==> src/rtl/display_scan_ctrl.sv <==
// Multiplexed common-anode 7-segment scan controller: blank/on slot timing,
// frame-synchronous shadow update and optional leading-zero suppression.
module display_scan_ctrl #(
    parameter int N_DIGITS     = 8,
    parameter int DIGIT_CYCLES = 50000,
    parameter int BLANK_CYCLES = 16,
    localparam int IW = (N_DIGITS > 1) ? $clog2(N_DIGITS) : 1,
    localparam int CW = $clog2(DIGIT_CYCLES)
) (
    input  logic                  clk,
    input  logic                  rst_n,
    input  logic                  enable,
    input  logic                  load,
    input  logic [4*N_DIGITS-1:0] value,
    input  logic [N_DIGITS-1:0]   dp_mask,
    input  logic                  lz_en,
    output logic [3:0]            nibble,
    output logic [N_DIGITS-1:0]   anode_n,
    output logic                  dp_n,
    output logic [IW-1:0]         digit_idx,
    output logic                  frame_done
);

    typedef enum logic [1:0] {IDLE, BLANK, ON} state_t;

    state_t                state_q, state_d;
    logic [CW-1:0]         cnt_q, cnt_d;
    logic [IW-1:0]         idx_q, idx_d;
    logic [4*N_DIGITS-1:0] pend_val_q, pend_val_d, shd_val_q, shd_val_d;
    logic [N_DIGITS-1:0]   pend_dp_q, pend_dp_d, shd_dp_q, shd_dp_d;
    logic                  pend_vld_q, pend_vld_d;
    logic [3:0]            nibble_q, nibble_d;
    logic [N_DIGITS-1:0]   anode_q, anode_d;
    logic                  dp_q, dp_d;
    logic                  fdone_q, fdone_d;
    logic                  boundary;
    logic [N_DIGITS-1:0]   lead_zero;
    logic                  supp;
    int                    sel;

    always_comb begin
        state_d    = state_q;
        cnt_d      = cnt_q;
        idx_d      = idx_q;
        fdone_d    = 1'b0;
        boundary   = 1'b0;
        case (state_q)
            IDLE: begin
                cnt_d = '0;
                idx_d = '0;
                if (enable) begin
                    state_d  = BLANK;
                    boundary = 1'b1;
                end
            end
            BLANK: begin
                cnt_d = cnt_q + 1'b1;
                if (cnt_q == CW'(BLANK_CYCLES - 1)) state_d = ON;
            end
            ON: begin
                cnt_d = cnt_q + 1'b1;
                if (cnt_q == CW'(DIGIT_CYCLES - 1)) begin
                    cnt_d   = '0;
                    state_d = BLANK;
                    if (idx_q == IW'(N_DIGITS - 1)) begin
                        idx_d    = '0;
                        boundary = 1'b1;
                        fdone_d  = 1'b1;
                    end else begin
                        idx_d = idx_q + 1'b1;
                    end
                end
            end
            default: state_d = IDLE;
        endcase
        // Disable overrides everything: the slot is abandoned, no boundary.
        if (!enable) begin
            state_d  = IDLE;
            cnt_d    = '0;
            idx_d    = '0;
            fdone_d  = 1'b0;
            boundary = 1'b0;
        end
    end

    always_comb begin
        pend_val_d = pend_val_q;
        pend_dp_d  = pend_dp_q;
        pend_vld_d = pend_vld_q;
        shd_val_d  = shd_val_q;
        shd_dp_d   = shd_dp_q;
        if (boundary) begin
            pend_vld_d = 1'b0;
            if (load) begin
                shd_val_d = value;
                shd_dp_d  = dp_mask;
            end else if (pend_vld_q) begin
                shd_val_d = pend_val_q;
                shd_dp_d  = pend_dp_q;
            end
        end else if (load) begin
            pend_val_d = value;
            pend_dp_d  = dp_mask;
            pend_vld_d = 1'b1;
        end
    end

    // lead_zero[i]: shadow nibbles i..N_DIGITS-1 are all zero.
    always_comb begin
        lead_zero = '0;
        lead_zero[N_DIGITS-1] = (shd_val_d[4*N_DIGITS-4 +: 4] == 4'd0);
        for (int i = N_DIGITS - 2; i >= 0; i--)
            lead_zero[i] = lead_zero[i+1] && (shd_val_d[4*i +: 4] == 4'd0);
    end

    // Outputs are computed from next-state values so the registered outputs
    // line up with the state they describe.
    always_comb begin
        sel      = int'(idx_d);
        supp     = lz_en && (idx_d != '0) && lead_zero[sel] && !shd_dp_d[sel];
        anode_d  = '1;
        nibble_d = 4'd0;
        dp_d     = 1'b1;
        if (state_d != IDLE && !supp) begin
            nibble_d = shd_val_d[4*sel +: 4];
            dp_d     = ~shd_dp_d[sel];
            if (state_d == ON) anode_d[sel] = 1'b0;
        end
    end

    always_ff @(posedge clk or negedge rst_n) begin
        if (!rst_n) begin
            state_q    <= IDLE;
            cnt_q      <= '0;
            idx_q      <= '0;
            pend_val_q <= '0;
            pend_dp_q  <= '0;
            pend_vld_q <= 1'b0;
            shd_val_q  <= '0;
            shd_dp_q   <= '0;
            nibble_q   <= 4'd0;
            anode_q    <= '1;
            dp_q       <= 1'b1;
            fdone_q    <= 1'b0;
        end else begin
            state_q    <= state_d;
            cnt_q      <= cnt_d;
            idx_q      <= idx_d;
            pend_val_q <= pend_val_d;
            pend_dp_q  <= pend_dp_d;
            pend_vld_q <= pend_vld_d;
            shd_val_q  <= shd_val_d;
            shd_dp_q   <= shd_dp_d;
            nibble_q   <= nibble_d;
            anode_q    <= anode_d;
            dp_q       <= dp_d;
            fdone_q    <= fdone_d;
        end
    end

    assign nibble     = nibble_q;
    assign anode_n    = anode_q;
    assign dp_n       = dp_q;
    assign digit_idx  = idx_q;
    assign frame_done = fdone_q;

endmodule

==> config.mk <==
export PLATFORM = sky130hd
export DESIGN_NAME = display_scan_ctrl
export DESIGN_NICKNAME = d
export VERILOG_FILES = /design/src/rtl/display_scan_ctrl.sv
export SDC_FILE = /design/constraint.sdc
export NUM_CORES = 1
export LEC_CHECK = 0
export ABC_AREA = 1
export CAP_MARGIN = 20
export CORE_UTILIZATION = 35
export CTS_BUF_LIST = sky130_fd_sc_hd__clkbuf_4
export DETAILED_ROUTE_END_ITERATION = 10
export DONT_BUFFER_PORTS = 1
export GPL_TIMING_DRIVEN = 0
export PLACE_DENSITY = 0.47
export SYNTH_ARGS = -nofsm -noshare
export SYNTH_HDL_FRONTEND = slang
export SYNTH_SLANG_ARGS = --single-unit
export TNS_END_PERCENT = 100
==> constraint.sdc <==
create_clock -name clk -period 2.65 [get_ports clk]
set_clock_uncertainty 0.1 [all_clocks]
set_input_delay 0.1325 -clock clk [delete_from_list [all_inputs] [get_ports clk]]
set_output_delay 0.1325 -clock clk [all_outputs]
set_load 0.02 [all_outputs]
# Yosys cells after proc, flatten, opt, wreduce, memory -nomap -nowiden
# Cells that the tools add are included.
totals:
  regBits: 116
  wordCells: 89
classes:
  muxes: 35
  n_reduce_logical: 27
  shift: 1
  order_cmp: 2
  eq_ne: 7
  add_sub_neg: 2
  n_bitwise: 3
op_table:
  columns: ["cell", "n"]
  rows:
  - ["32-bit 2-to-1 mux", 3]
  - ["16-bit one-hot mux with 3 select lines", 1]
  - ["8-bit 2-to-1 mux", 5]
  - ["4-bit zero test", 8]
  - ["16-bit 2-to-1 mux", 2]
  - ["32-bit by 6-bit indexed part select with 4-bit output", 1]
  - ["16-bit by 1-bit adder with 16-bit output (second input constant)", 1]
  - ["16-bit equality test (second input constant)", 1]
  - ["16-bit by 4-bit equality test with 1-bit output (second input constant)", 1]
  - ["1-bit logical AND", 12]
  - ["1-bit 2-to-1 mux", 11]
  - ["3-bit 2-to-1 mux", 3]
  - ["8-bit inverter", 1]
  - ["1-bit binary-select mux with 3-bit select", 2]
  - ["2-bit 2-to-1 mux", 3]
  - ["2-bit one-hot mux with 3 select lines", 1]
  - ["3-bit one-hot mux with 2 select lines", 1]
  - ["2-bit equality test (second input constant)", 2]
  - ["3-bit by 4-bit less-than comparator with 1-bit output (second input constant)", 1]
  - ["4-bit 2-to-1 mux", 1]
  - ["4-bit by 1-bit != test with 1-bit output (second input constant)", 1]
  - ["2-bit nonzero test", 2]
  - ["3-bit by 1-bit adder with 3-bit output (second input constant)", 1]
  - ["1-bit demux with 3-bit select", 1]
  - ["other kinds (9)", 11]

# Depth between registers and ports, before layout
logic_depth:
  word_depth: 21
  ltp_mapped: 18
  depth_no_buf: 17

# Least setup slack after synthesis
# No wires, ideal clock.
synth_timing:
  path_type: "reg-to-reg"
  from: "register idx_q[1], in the netlist digit_idx[1]"
  to: "register nibble_q[2], in the netlist nibble[2]"
  n_path_buf: 1
  slack_ps: 78
  t_arrival_ps: 2355
  stages_incl_launch_ff: 19
  path_cell_list: "dfrtp_1 ha_1 ha_1 inv_1 nor3_2 nand3_4 nand2_4 buf_8 nand2_1 nand2_1 nand2_2 clkinv_1 nand2_1 nor2_4 nand3_1 nand2_1 nand4_4 nand2_4 nor2_1"
synth_between:
  elab_chain_cells: 21
synth_lines:
  columns: ["item", "line_no", "text"]
  rows:
  - ["start: declaration", "28", "logic [IW-1:0] idx_q, idx_d;"]
  - ["start signal: assignment", "148", "idx_q <= idx_d;"]
  - ["3-bit equality test", "65", "if (idx_q == IW'(N_DIGITS - 1)) begin"]
  - ["1-bit 2-to-1 mux", "65", null]
  - ["1-bit 2-to-1 mux", "62", "if (cnt_q == CW'(DIGIT_CYCLES - 1)) begin"]
  - ["1-bit one-hot mux with 2 select lines", "47", "case (state_q)"]
  - ["1-bit 2-to-1 mux", "77", "if (!enable) begin"]
  - ["32-bit 2-to-1 mux", "92", "if (boundary) begin"]
  - ["4-bit zero test (on tied branches)", "111, 113", null]
  - ["1-bit logical AND (7 in series)", "113", "lead_zero[i] = lead_zero[i+1] && (shd_val_d[4*i +: 4] == 4'd0);"]
  - ["1-bit binary-select mux with 3-bit select", "120", "supp = lz_en && (idx_d != '0) && lead_zero[sel] && !shd_dp_d[sel];"]
  - ["1-bit 2-to-1 mux (implied by the code)", "120", null]
  - ["1-bit logical AND (2 in series)", "120", null]
  - ["1-bit zero test", "124", "if (state_d != IDLE && !supp) begin"]
  - ["1-bit logical AND", "124", null]
  - ["4-bit 2-to-1 mux (*)", "124", null]
  - ["named net nibble_d[2]", "32", "logic [3:0] nibble_q, nibble_d;"]
  - ["end signal: assignment", "154", "nibble_q <= nibble_d;"]
  - ["end: declaration", "32", null]
# The timed path passes the listed nets; every way through them passes the cells marked *. The select of a mux whose other input is x is not followed.
# A chain may end at the register's enable or synchronous reset.

# Worst setup path in the final report
layout_timing:
  from: "register idx_q[1], in the netlist digit_idx[1]"
  to: "register nibble_q[0], in the netlist nibble[0]"
layout_rtl:
  columns: ["item", "line_no", "text"]
  rows:
  - ["3-bit equality test (*)", "65", null]
  - ["1-bit 2-to-1 mux (*)", "65", null]
  - ["1-bit 2-to-1 mux (*)", "62", null]
  - ["1-bit one-hot mux with 2 select lines (*)", "47", null]
  - ["1-bit 2-to-1 mux (*)", "77", null]
  - ["32-bit 2-to-1 mux (*)", "92", null]
  - ["named net shd_val_d[19]", "29", "logic [4*N_DIGITS-1:0] pend_val_q, pend_val_d, shd_val_q, shd_val_d;"]
  - ["4-bit zero test (*)", "113", null]
  - ["1-bit logical AND (*)", "113", null]
  - ["1-bit logical AND (4 in series)", "113", null]
  - ["1-bit binary-select mux with 3-bit select (*)", "120", null]
  - ["1-bit 2-to-1 mux (implied by the code) (*)", "120", null]
  - ["1-bit logical AND (*) (2 in series)", "120", null]
  - ["1-bit zero test (*)", "124", null]
  - ["1-bit logical AND (*)", "124", null]
  - ["4-bit 2-to-1 mux (*)", "124", null]
  - ["named net nibble_d[0]", "32", null]
# Marks and branches as above.

==> metrics.txt <==
Post-Place Cells=roughly 1100; Crit Reg-Reg Startpoint=digit_idx[1]; vias per cell=~4.9; fraction of met3 tracks used by global routing=5.32%; DRC violation count after routing=8; outcome=complete, but fails checks; source-to-sink clock delay at the later pin of the worst-skew pair=about 550 ps; pin count of the biggest net entering global routing=117; total congestion overflow after global routing=0; post-layout net count=~1000; peak clock frequency supported by timing=approximately 0.37 GHz; number of max-cap violations=0; cell at the root of the clock tree=sky130_fd_sc_hd__clkbuf_4; worst slew margin relative to its limit=about half; failing checks=DRC, hold timing, setup timing; most used cell along the critical path=sky130_fd_sc_hd__nand2_2; die width=approximately 140 um; slowest cell on the critical path=sky130_fd_sc_hd__dfrtp_2; number of synthesized flops with an enable pin=0; clock slew seen by the registers of the worst setup and hold paths=around 110 ps; cell count after synthesis=873; distinct cell type count of the synthesized netlist=45; dominant delay contributor by cell family on the critical path=simple AND/OR/NAND/NOR gates; number of nets still failing antenna checks after routing=0; Core ar.=18100 um2; TritonCTS clock tree=done; IO Pins=62; startpoint kind of the worst setup timing path=flop; number of iterations in the first detailed-routing pass=11; crit share post-route=103%; type of the most critical hold path=input port to async pin; placed cell areas=~6800 um2; power density of the placed cells=612 nW/um2; proportion of synthesized chip area in sequential cells=between 40 and 50%; Final Hold Violating Endpoints=116; wire length of the first global-routing pass=32600 um; depth of the most critical reg-to-reg path=17; RSZ-0062 raised after global routing=yes; critical-path cell list=ha_4 > ha_4 > inv_4 > nor3_4 > nand3_4 > buf_6 > buf_12 > nand3_1 > nand2_2 > nor2_2 > nand2_2 > nor2_4 > nand2_2 > o21ai_4 > nand4_4 > nand2_4 > nor2_2; layout overhead on the synthesized area=26.3%; worst ir drop on vdd=between 0.3 and 0.4 mV; crit-path max FO=5; Worst EP arrival=3060 ps; capturing element type of the critical path=flop; number of buffers inserted during clock tree synthesis=17; Yosys top cell by area=sky130_fd_sc_hd__dfrtp_1; final wirelength=20400 um; Cell Count, Final, Fillers Out=1205; mapped cell area=~6500 um2; routed length per instance=16.9 um; total die area=roughly 19000 um2; Slew @ Worst Pin=732 ps; vias in the first global route=between 5000 and 6000; DP Worst Slack=-467 ps; minimum setup slack among reg-to-reg paths=-70 ps; Buf+Inv Stages, Crit Path=3; clock buffer depth=2; mean instance size in the synthesized netlist=around 7.5 um2; share of flip-flops with an asynchronous set or reset after synthesis=100%; via total after detailed routing=5894; post-synthesis sequential element count=116; Post-synth top flop=sky130_fd_sc_hd__dfrtp_1; total half-perimeter wirelength after legalization and detailed placement=13700 um; Initial Util=36.0%; starting DRC count in detailed routing=a little under 400; total of buffers placed on input and output ports=0; most used routing layer=met2; met1 Track Usage GR=about 30%; Worst Setup Slack, final=-72.9 ps; net count after synthesis=925; quantity of hold-fixing buffers added after cts=44; number of core rows=49; number of antenna violations at the first check in global routing=1; Crit Path Category=flop to flop; Final Slew Violations=0; die height=between 100 and 150 um; share of the synthesized area in the top cell type=41.0%; yosys synthesis warning count=0; Final Hold Slack=-828 ps; ratio of cells with drive above 1 in the final layout=23.0%; number of sinks on the clock net=116; global placement routability congestion=0.847; Worst Path Required=about 3000 ps; final design area excluding fillers=8250 um2; setup violators final=8; RR Endpoint=nibble[0]; H-tree levels=4; final worst path period need=2720 ps; slowest stage delay, CP=slightly above 500 ps; total leakage power=3.90 nW; cell types occupying the most area after synthesis=sky130_fd_sc_hd__dfrtp_1, sky130_fd_sc_hd__nand2_1, sky130_fd_sc_hd__o21ai_0; Global Route Usage Sum=22.0%; met2 capacity usage during global routing=roughly 36%
layer usage:
| layer | vias to the layer above | wire (um) |
|---|---|---|
| met4 | 0 | 169 |
| li1 | 2968 | - |
| met2 | 142 | 9430 |
| met1 | 2772 | 9810 |
| met3 | 12 | 942 |
| met5 | - | 0 |
layout make-up:
cell class / instances / area, um2
Sequential cell: 116 / 2920
Tap cell: 229 / 287
Buffer: 37 / 273
Antenna cell: 1 / 2.50
Clock buffer: 18 / 135
Clock inverter: 14 / 186
Fill cell: 1850 / 9900
Multi-Input combinational cell: 615 / 3330
Inverter: 105 / 398
Timing Repair Buffer: 70 / 721
power by group:
part	switching [mW]	internal, mW
logic	0.829	0.528
registers	0.144	2.03
clock network	0.771	0.751
sequential cells by signal (all words and copies together) (netlist names):
signal,cells
pend_val_q,32
shd_val_q,32
cnt_q,16
anode_n,8
pend_dp_q,8
shd_dp_q,8
nibble,4
digit_idx,3
state_q,2
dp_n,1
frame_done,1
pend_vld_q,1
through the flow:
step | hold slack [ps] | util [%] | power (mW) | setup TNS [ps]
global placement | -255 | 37.6 | 3.28 | -15830
global route | -878 | 45.5 | 5.34 | -2030
CTS | -881 | 44.0 | 5.01 | -379
finish | -828 | 45.5 | 5.05 | -378
floorplan | -263 | - | 2.98 | 0
detailed placement | -256 | 37.6 | 3.29 | -15560
worst reg2reg max path, cell delays in order (launching register included):
cell and delay, ps:
sky130_fd_sc_hd__dfrtp_2 510, sky130_fd_sc_hd__ha_4 180, sky130_fd_sc_hd__ha_4 130, sky130_fd_sc_hd__inv_4 40
sky130_fd_sc_hd__nor3_4 140, sky130_fd_sc_hd__nand3_4 150, sky130_fd_sc_hd__buf_6 170, sky130_fd_sc_hd__buf_12 130
sky130_fd_sc_hd__nand3_1 80, sky130_fd_sc_hd__nand2_2 80, sky130_fd_sc_hd__nor2_2 100, sky130_fd_sc_hd__nand2_2 110
sky130_fd_sc_hd__nor2_4 150, sky130_fd_sc_hd__nand2_2 80, sky130_fd_sc_hd__o21ai_4 150, sky130_fd_sc_hd__nand4_4 140
sky130_fd_sc_hd__nand2_4 130, sky130_fd_sc_hd__nor2_2 50
repair_timing:
action | in CTS | in global routing
gates cloned | 3 | 1
setup buffers | 15 | 9
pin swaps | 25 | 21
hold endpoints to repair | 221 | 116
endpoints found under the setup margin | 51 | 40
resized for setup | 66 | 56
placed cells by master, fill, tap and decap left out, drive strengths merged, types with 7 or more instances in the layout:
cell type and instances:
nand2 294, dfrtp 107, o21ai 106, inv 103, nor2 70, nand3 56
buf 46, dlygate4sd3 44, clkbuf 35, a21oi 29, dfstp 9, nor3 9
o22ai 8, mux2 8, clkinv 7, ha 7
Yosys cell counts, types with 9 or more instances:
library cell               count
sky130_fd_sc_hd__dfrtp_1     107
sky130_fd_sc_hd__nand2_2      14
sky130_fd_sc_hd__inv_1        94
sky130_fd_sc_hd__nor2_1       57
sky130_fd_sc_hd__buf_2        11
sky130_fd_sc_hd__o21ai_0      94
sky130_fd_sc_hd__dfstp_2       9
sky130_fd_sc_hd__nand3_1      54
sky130_fd_sc_hd__inv_2         9
sky130_fd_sc_hd__a21oi_1      28
sky130_fd_sc_hd__clkbuf_1     13
sky130_fd_sc_hd__nand2_1     278
sky130_fd_sc_hd__nor2_2        9
worst max path at each step:
stage	start	endpoint	cells after the start
2_1_floorplan	digit_idx[1]	nibble[2]	18
3_3_place_gp	digit_idx[1]	nibble[1]	16
3_5_place_dp	digit_idx[1]	nibble[1]	16
4_1_cts	digit_idx[1]	nibble[2]	18
5_1_grt	digit_idx[1]	nibble[0]	17
6_report	digit_idx[1]	nibble[0]	17
logic make-up (layout without fill, tap and decap cells):
group,Yosys count,count (layout),share of synthesized area (%)
compound gates,151,151,12.6
fa+ha+maj,7,7,1.34
flops,116,116,44.6
mux,8,8,1.38
xor+xnor,7,7,0.938
simple gates,441,442,29.3
buf+inv,143,244,9.84
other cells,0,1,0
Note: power is estimated with default switching activity, not from simulation.
